<file path="src/rtl/mux16_rr_arbiter_pkg.sv">
// Shared constants and FSM encoding for the 16-way round-robin arbiter.
package mux16_rr_arbiter_pkg;

  localparam int NREQ  = 16;
  localparam int SEL_W = 4;

  typedef enum logic {
    IDLE  = 1'b0,
    GRANT = 1'b1
  } state_t;

endpackage

</file>
<file path="src/rtl/mux16_rr_arbiter_rr_pick.sv">
// Rotating priority search: first set request at or after start_i, wrapping mod 16.
// Purely combinational; any_o flags a non-empty request vector.
module rr_pick
  import mux16_rr_arbiter_pkg::*;
(
  input  logic [NREQ-1:0]  req_i,
  input  logic [SEL_W-1:0] start_i,
  output logic [SEL_W-1:0] winner_o,
  output logic             any_o
);

  logic [SEL_W-1:0] idx;

  // Scan from the farthest offset down so the nearest hit overwrites earlier ones.
  always_comb begin
    winner_o = start_i;
    idx      = start_i;
    for (int i = NREQ - 1; i >= 0; i--) begin
      idx = start_i + SEL_W'(i);
      if (req_i[idx]) winner_o = idx;
    end
  end

  assign any_o = |req_i;

endmodule

</file>
<file path="src/rtl/mux16_rr_arbiter.sv">
// 16-requester round-robin arbiter with bounded hold and a 16:1 data select.
// Grant appears one edge after request; release hands over back-to-back when others wait.
module mux16_rr_arbiter
  import mux16_rr_arbiter_pkg::*;
#(
  parameter int MAX_HOLD = 8
) (
  input  logic             clk,
  input  logic             rst,
  input  logic [NREQ-1:0]  req,
  input  logic             done,
  input  logic [NREQ-1:0]  data_in,
  output logic [NREQ-1:0]  gnt,
  output logic [SEL_W-1:0] sel,
  output logic             gnt_valid,
  output logic             data_out
);

  localparam logic [SEL_W-1:0] HOLD_LAST = SEL_W'(MAX_HOLD - 1);

  state_t           state_q;
  logic [NREQ-1:0]  gnt_q;
  logic [SEL_W-1:0] sel_q;
  logic             vld_q;
  logic [SEL_W-1:0] hold_q;
  logic [SEL_W-1:0] last_q;

  logic [SEL_W-1:0] pick_start;
  logic [SEL_W-1:0] pick_winner;
  logic             pick_any;
  logic             release_now;

  // On release the new search starts after the current owner, which then becomes last.
  assign pick_start  = ((state_q == GRANT) ? sel_q : last_q) + SEL_W'(1);
  assign release_now = done || !req[sel_q] || (hold_q == HOLD_LAST);

  rr_pick u_rr_pick (
    .req_i    (req),
    .start_i  (pick_start),
    .winner_o (pick_winner),
    .any_o    (pick_any)
  );

  always_ff @(posedge clk or posedge rst) begin
    if (rst) begin
      state_q <= IDLE;
      gnt_q   <= '0;
      sel_q   <= '0;
      vld_q   <= 1'b0;
      hold_q  <= '0;
      last_q  <= '1;
    end else begin
      case (state_q)
        IDLE: begin
          if (pick_any) begin
            state_q <= GRANT;
            sel_q   <= pick_winner;
            gnt_q   <= NREQ'(1) << pick_winner;
            vld_q   <= 1'b1;
            hold_q  <= '0;
          end
        end
        GRANT: begin
          if (release_now) begin
            last_q <= sel_q;
            hold_q <= '0;
            if (pick_any) begin
              sel_q <= pick_winner;
              gnt_q <= NREQ'(1) << pick_winner;
            end else begin
              state_q <= IDLE;
              gnt_q   <= '0;
              vld_q   <= 1'b0;
            end
          end else begin
            hold_q <= hold_q + SEL_W'(1);
          end
        end
        default: begin
          state_q <= IDLE;
          gnt_q   <= '0;
          vld_q   <= 1'b0;
          hold_q  <= '0;
        end
      endcase
    end
  end

  assign gnt       = gnt_q;
  assign sel       = sel_q;
  assign gnt_valid = vld_q;
  assign data_out  = vld_q & data_in[sel_q];

endmodule

</file>
<file path="config.mk">
export PLATFORM = sky130hd
export DESIGN_NAME = mux16_rr_arbiter
export DESIGN_NICKNAME = d
export VERILOG_FILES = /design/src/rtl/mux16_rr_arbiter_pkg.sv /design/src/rtl/mux16_rr_arbiter_rr_pick.sv /design/src/rtl/mux16_rr_arbiter.sv
export SDC_FILE = /design/constraint.sdc
export NUM_CORES = 1
export LEC_CHECK = 0
export ABC_AREA = 0
export CAP_MARGIN = 20
export CORE_MARGIN = 1.5
export CORE_UTILIZATION = 58
export CTS_BUF_LIST = sky130_fd_sc_hd__clkbuf_4
export CTS_CLUSTER_SIZE = 12
export DETAILED_ROUTE_END_ITERATION = 16
export PLACE_DENSITY = 0.84
export SLEW_MARGIN = 20
export SYNTH_ARGS = -nofsm -noshare
export SYNTH_HDL_FRONTEND = slang
export SYNTH_SLANG_ARGS = --single-unit
export TNS_END_PERCENT = 30
</file>
<file path="constraint.sdc">
create_clock -name clk -period 7.06 [get_ports clk]
set_input_delay 2.118 -clock clk [delete_from_list [all_inputs] [get_ports clk]]
set_output_delay 2.118 -clock clk [all_outputs]
set_load 0.05 [all_outputs]
</file>
==> impl_metrics.prom <==
# TYPE chip_impl_metric gauge
chip_impl_metric{name="synth_cells",unit=""} 451
chip_impl_metric{name="synth-seq-cells",unit=""} 30
chip_impl_metric{name="timing_hold_violations_final",unit=""} 0
chip_impl_metric{name="routed_antenna_nets",unit=""} 0
chip_impl_metric{name="worst-path-buf-inv",unit=""} 2
chip_impl_metric{name="cts_made_buffers",unit=""} 5
chip_impl_metric{name="final_design_area_no_fill",unit="um2"} 4710
chip_impl_metric{name="critPathMaxStageDelay",unit="ns"} 0.70
chip_impl_metric{name="latest_clock_arrival_within_the_worst_skew_pair",unit="ns"} 0.37
chip_impl_metric{name="wire_length_of_the_first_global_routing_pass",unit="um"} 20800
chip_impl_metric{name="cts_hold_buf",unit=""} 0
chip_impl_metric{name="fmaxAchievable",unit="MHz"} 156
chip_impl_metric{name="post-route-min-period",unit="ns"} 6.42
chip_impl_metric{name="clock_tree.htree_level_count",unit=""} 2
chip_impl_metric{name="core_region_area",unit="um2"} 6760
chip_impl_metric{name="track_usage",unit=""} 0.358
chip_impl_metric{name="detailedRoute.firstPassIterationCount",unit=""} 5
chip_impl_metric{name="syn-mean-instance-area",unit="um2"} 8.93
chip_impl_info{name="worstSetupStartpointType",value="input port"} 1
chip_impl_metric{name="tritoncts_num_sinks",unit=""} 30
chip_impl_metric{name="vias_in_the_first_global_route",unit=""} 4054
chip_impl_metric{name="async_flop_share",unit=""} 1.00
chip_impl_metric{name="cp_data_arrival_time",unit="ns"} 4.30
chip_impl_metric{name="synth.yosys.warnings",unit=""} 0
chip_impl_metric{name="maximum_number_of_pins_on_one_net_before_global_route_repair",unit=""} 31
chip_impl_info{name="mostFrequentLayoutCells",value="56 x sky130_fd_sc_hd__clkdlybuf4s50_1, 49 x sky130_fd_sc_hd__nand2_1, 37 x sky130_fd_sc_hd__mux2i_1, 31 x sky130_fd_sc_hd__nor2_1, 27 x sky130_fd_sc_hd__nand3_1"} 1
chip_impl_metric{name="final_min_period_over_clock_period",unit=""} 0.909
chip_impl_metric{name="fin_tns_setup",unit="ns"} 0
chip_impl_metric{name="globalRoute.totalOverflow",unit=""} 0
chip_impl_metric{name="timing.slew.headroom",unit=""} 0.449
chip_impl_info{name="crit_path_top_delay_cell",value="sky130_fd_sc_hd__clkdlybuf4s50_1"} 1
chip_impl_metric{name="io-pin-count",unit=""} 57
chip_impl_metric{name="worst-slew-pin-transition",unit="ns"} 0.804
chip_impl_info{name="ctsRootBufferMaster",value="sky130_fd_sc_hd__clkbuf_4"} 1
chip_impl_metric{name="drt_first_iter_violations",unit=""} 365
chip_impl_metric{name="drc",unit=""} 0
chip_impl_info{name="rsz0062_at_grt",value="false"} 1
chip_impl_metric{name="final.setup_skew",unit="ns"} 0.0119
chip_impl_metric{name="final_max_tran_viols",unit=""} 0
chip_impl_metric{name="ys_seq_area_frac",unit=""} 0.188
chip_impl_metric{name="wl",unit="um"} 12700
chip_impl_metric{name="fp.dieArea",unit="um2"} 7450
chip_impl_info{name="worstSetupPathType",value="input port to output pin"} 1
chip_impl_metric{name="cts_resized",unit=""} 0
chip_impl_metric{name="number_of_enable_flip_flop_cells_after_synthesis",unit=""} 0
chip_impl_metric{name="gp_congestion",unit=""} 1.07
chip_impl_info{name="setup.worst_path.end_class",value="output pin"} 1
chip_impl_metric{name="antenna_found_initial",unit=""} 0
chip_impl_info{name="timing.hold.worst.class",value="register to register"} 1
chip_impl_metric{name="num_vias",unit=""} 4081
chip_impl_metric{name="dpl_cell_area",unit="um2"} 4620
chip_impl_info{name="worstPathCellList",value="clkdlybuf4s50_1 > mux4_2 > mux4_2 > and2_1 > clkdlybuf4s50_1"} 1
chip_impl_metric{name="drive_above_1_share",unit=""} 0.155
chip_impl_metric{name="cell_area_after_technology_mapping",unit="um2"} 4030
chip_impl_metric{name="critical_path_required_time",unit="ns"} 4.94
chip_impl_info{name="tritoncts",value="done"} 1
chip_impl_metric{name="mappedNetlistNets",unit=""} 495
chip_impl_metric{name="worstPathMaxFanout",unit=""} 1
chip_impl_metric{name="layout-area-overhead-vs-synth",unit="%"} 16.9
chip_impl_metric{name="dieHeight",unit="um"} 86.3
chip_impl_metric{name="detail_route.wl_per_cell",unit="um"} 21.9
chip_impl_metric{name="cts_post_setup_buffers_inserted",unit=""} 0
chip_impl_metric{name="worst_slack_after_detailed_placement",unit="ns"} 0.635
chip_impl_metric{name="place.port_buffers",unit=""} 56
chip_impl_metric{name="ctsLongestPathBuffers",unit=""} 2
chip_impl_metric{name="number_of_antenna_repair_diodes",unit=""} 0
chip_impl_metric{name="rows",unit=""} 30
chip_impl_metric{name="vias_per_cell",unit=""} 7.00
chip_impl_metric{name="setup_ws_final",unit="ns"} 0.644
chip_impl_metric{name="hpwlAfterDp",unit="um"} 9840
chip_impl_metric{name="setup-violations-final",unit=""} 0
chip_impl_metric{name="synth_cell_type_count",unit=""} 77
chip_impl_metric{name="clkTransAtPathRegs",unit="ns"} 0.10
chip_impl_info{name="cp_top_family",value="buffers and inverters"} 1
chip_impl_metric{name="die_width",unit="um"} 86.3
chip_impl_info{name="outcome",value="finished clean"} 1
chip_impl_metric{name="finalNetCount",unit=""} 546
chip_impl_metric{name="initial_core_utilization",unit=""} 0.596
chip_impl_metric{name="drv_cap",unit=""} 0
chip_impl_info{name="synth_ff_type",value="sky130_fd_sc_hd__dfrtp_1"} 1
chip_impl_info{name="final_common_cell",value="sky130_fd_sc_hd__clkdlybuf4s50_1"} 1
==> registers in the layout (all words and copies together) (netlist names) <==
name	count
hold_q	4
gnt	16
sel	4
state_q	1
last_q	4
gnt_valid	1
==> worst paths after layout <==
path                            slack [ns]  cells past startpoint  startpoint       end
worst max-delay path                  0.64                      5  data_in[7]  data_out
worst min-delay path                  0.49                      2     gnt[14]   gnt[14]
worst max register to register        0.75                     13     state_q    gnt[3]
worst min register to register        0.49                      2     gnt[14]   gnt[14]
max in group asynchronous             4.50                      2         rst   gnt[11]
min in group asynchronous             2.14                      2         rst    sel[2]
==> cell families (layout without fill, tap and decap cells) <==
kind of cell             after synthesis  in the layout  share of synthesized area
AND/OR/NAND/NOR                      162            162                      0.200
adder cells (fa/ha/maj)                9              9                     0.0280
flip-flops                            30             30                      0.188
buffers and inverters                 31             83                     0.0398
multiplexers                          80             80                      0.278
AO/OA/AOI/OAI                        125            125                      0.222
XOR/XNOR                              14             14                     0.0438
==> worst register-to-register path: cells and delay by family (launching register included) <==
| family | cells | cell delay, ns |
|---|---|---|
| AO/OA/AOI/OAI | 4 | 0.67 |
| adder cells (fa/ha/maj) | 2 | 1.37 |
| buffers and inverters | 2 | 0.90 |
| flip-flops | 1 | 0.82 |
| multiplexers | 3 | 1.77 |
| AND/OR/NAND/NOR | 2 | 0.68 |
==> stage by stage <==
stage / instances / utilization / hold slack, ns
2_1_floorplan: 451 / - / 0.474
3_3_place_gp: 575 / 0.684 / 0.464
3_5_place_dp: 575 / 0.684 / 0.466
4_1_cts: 583 / 0.696 / 0.490
5_1_grt: 583 / 0.697 / 0.509
6_report: 583 / 0.697 / 0.491
==> synth_stat cells, drive strengths merged (3+ instances only) <==
cell type | number | area, um2
nand2 | 49 | 184
mux2i | 38 | 393
nor2 | 31 | 116
nand3 | 27 | 135
dfrtp | 26 | 651
o21ai | 26 | 134
a21oi | 25 | 129
mux4 | 22 | 495
o31ai | 21 | 178
mux2 | 20 | 233
inv | 13 | 48.8
nor3 | 11 | 55.1
buf | 10 | 81.3
xnor2 | 10 | 114
ha | 9 | 113
nor4 | 9 | 56.3
clkbuf | 8 | 30.0
a211oi | 6 | 45.0
a21o | 6 | 45.0
a31oi | 6 | 37.5
nand4 | 6 | 37.5
or3 | 5 | 31.3
and4 | 4 | 35.0
dfstp | 4 | 105
o21a | 4 | 30.0
o2bb2ai | 4 | 41.3
a2111oi | 3 | 45.1
a21boi | 3 | 22.5
and2 | 3 | 18.8
==> area by class of cell <==
type | count | area, um2
Sequential cell | 30 | 756
Timing Repair Buffer | 62 | 606
Inverter | 13 | 48.8
Tap cell | 80 | 100
Multi-Input combinational cell | 390 | 3120
Fill cell | 538 | 2050
Clock buffer | 5 | 37.5
Clock inverter | 3 | 45.0
==> layer usage <==
metal,vias up,GRT usage,share of wire
li1,1871,-,-
met2,216,0.570,0.47
met1,1957,0.485,0.41
met3,37,0.0848,0.090
met5,-,0,0
met4,0,0.114,0.027
Power is not shown: default switching activity piles up to over one toggle a cycle in this logic, so the estimate is an artifact.
==> patch: new RTL, same settings <==
Set the package constant `NREQ` to 18 (it was 16).
--- a/src/rtl/mux16_rr_arbiter_pkg.sv
+++ b/src/rtl/mux16_rr_arbiter_pkg.sv
@@ -2,5 +2,5 @@
 package mux16_rr_arbiter_pkg;
 
-  localparam int NREQ  = 16;
+  localparam int NREQ  = 18;
   localparam int SEL_W = 4;
 
Interface: changed (resized data_in, gnt and req); port bits go from 57 to 63. No check against the original RTL was run, so the function may have changed too.
==> patch against the original RTL <==
Design area increased by 1.2%; synthesized cell count decreased by 4.7%; sequential cell count is the same; area after synthesis hardly changed; worst setup slack got worse by 0.021 ns; wire length fell by 2.3%; sequential share of layout area is 0.19 points lower; first-iteration DRC count up 40%.
Power is not shown: default switching activity piles up to over one toggle a cycle in this logic, so the estimate is an artifact.
==> patch: results (changes against the original RTL) <==
Status: complete, no violations
WL/cell: 21.76 µm (-0.46%)
Area leader, netlist: mux4_2
Compound-Gate Fraction of Synth Area: 18.78% (-3.5 points)
Worst-Skew Late Latency: 0.33 ns (-0.04 ns)
Post-synthesis mux area share: 34.11% (+6.3 points)
Routability cong.: 0.9970 (-6.8%)
NumNets Final: 539 (-1.3%)
Initial DRC Count: 510 (+40%)
CP delay by family, top: buffers and inverters
Worst endpoint data arrival time: 4.32 ns (+0.02 ns)
Count of different cell masters after synthesis: 70 (-9.1%)
Hold Slack: 0.4893 ns (-0.001748 ns)
Layout cells sized above 1: 17.68% (+2.2 points)
Vias in the first global route: 3,923 (-3.2%)
Seq/Total Area, Yosys: 18.78% (about the same)
Top_reg_cell synth: dfrtp_1
IO Port Bufs: 58 (+3.6%)
Vias/cell: 7.019 (+0.27%)
R2R setup slack: 0.81 ns (+0.06 ns)
Synth Area in XOR/XNOR: 4.384% (about the same)
Largest cells by area after synthesis: mux4_2, dfrtp_1, mux2i_1
R2r worst-path depth: 16 (+3)
Adder-cell share of the synthesized area: 2.799% (about the same)
Number of fill cells: 523 (-2.8%)
Hold EP: gnt[2]
HPWL Detailed: 9.527 mm (-3.2%)
R2r endpoint: gnt[14]
First-pass GRT wire length: 20.07 mm (-3.7%)
Clock Skews: 0.01186 ns (-0.00005710 ns)
Slew @ Worst Pin: 1.006 ns (+0.2018 ns)
Initial antenna violation count: 0 (unchanged)
CP Launch Point: data_in[11]
Commonest cells post-synth: nand2_1, mux2i_1, mux4_2, dfrtp_1, nor2_1
Hold_sp: gnt[2]
Gr usage total: 34.82% (-1.0 points)
Largest net degree at the start of global routing: 31 (unchanged)
==> patch: routing by layer <==
layer / share of wire, % / wire length [µm] / vias to the layer above / global-route usage, %
met5: 0 / 0 / - / 0
met4: 4.0 / 504 / 0 / 15.69
met3: 7.5 / 934 / 43 / 6.095
met2: 47 / 5868 / 208 / 56.41
met1: 41 / 5140 / 1951 / 45.86
li1: - / - / 1813 / -
==> patch: layout make-up <==
class,instances,area (µm²),share of cell area (%)
sequential,30,755.7,15.86
multi-input combinational,366,3099,65.05
timing repair buffer,74,700.7,14.71
clock buffer,6,45.04,0.9454
inverter,14,55.05,1.155
clock inverter,2,8.758,0.1838
tap,80,100.1,2.101
==> patch: tightest hold or removal path: stages, from the launching register on <==
cell     delay [ns]
dfrtp_1        0.36
nand2_1        0.05
o41ai_1        0.05
==> patch: per-stage QoR <==
step / utilization, % / instance area (µm²) / cells / setup WS, ns
after global placement: 69.72 / 4711 / 564 / 0.6547
after floorplan: - / 4028 / 431 / 1.476
final: 70.52 / 4765 / 572 / 0.6229
after global routing: 70.52 / 4765 / 572 / 0.5642
after detailed placement: 69.72 / 4711 / 564 / 0.6236
after CTS: 70.52 / 4765 / 572 / 0.6236
==> patch: logic make-up (layout without fill, tap and decap cells) <==
group | count (synthesis) | after routing
AO/OA/AOI/OAI | 107 | 107
XOR/XNOR | 14 | 14
adder cells (fa/ha/maj) | 9 | 9
buffers and inverters | 35 | 96
flip-flops | 30 | 30
multiplexers | 96 | 96
other | 1 | 2
AND/OR/NAND/NOR | 138 | 138
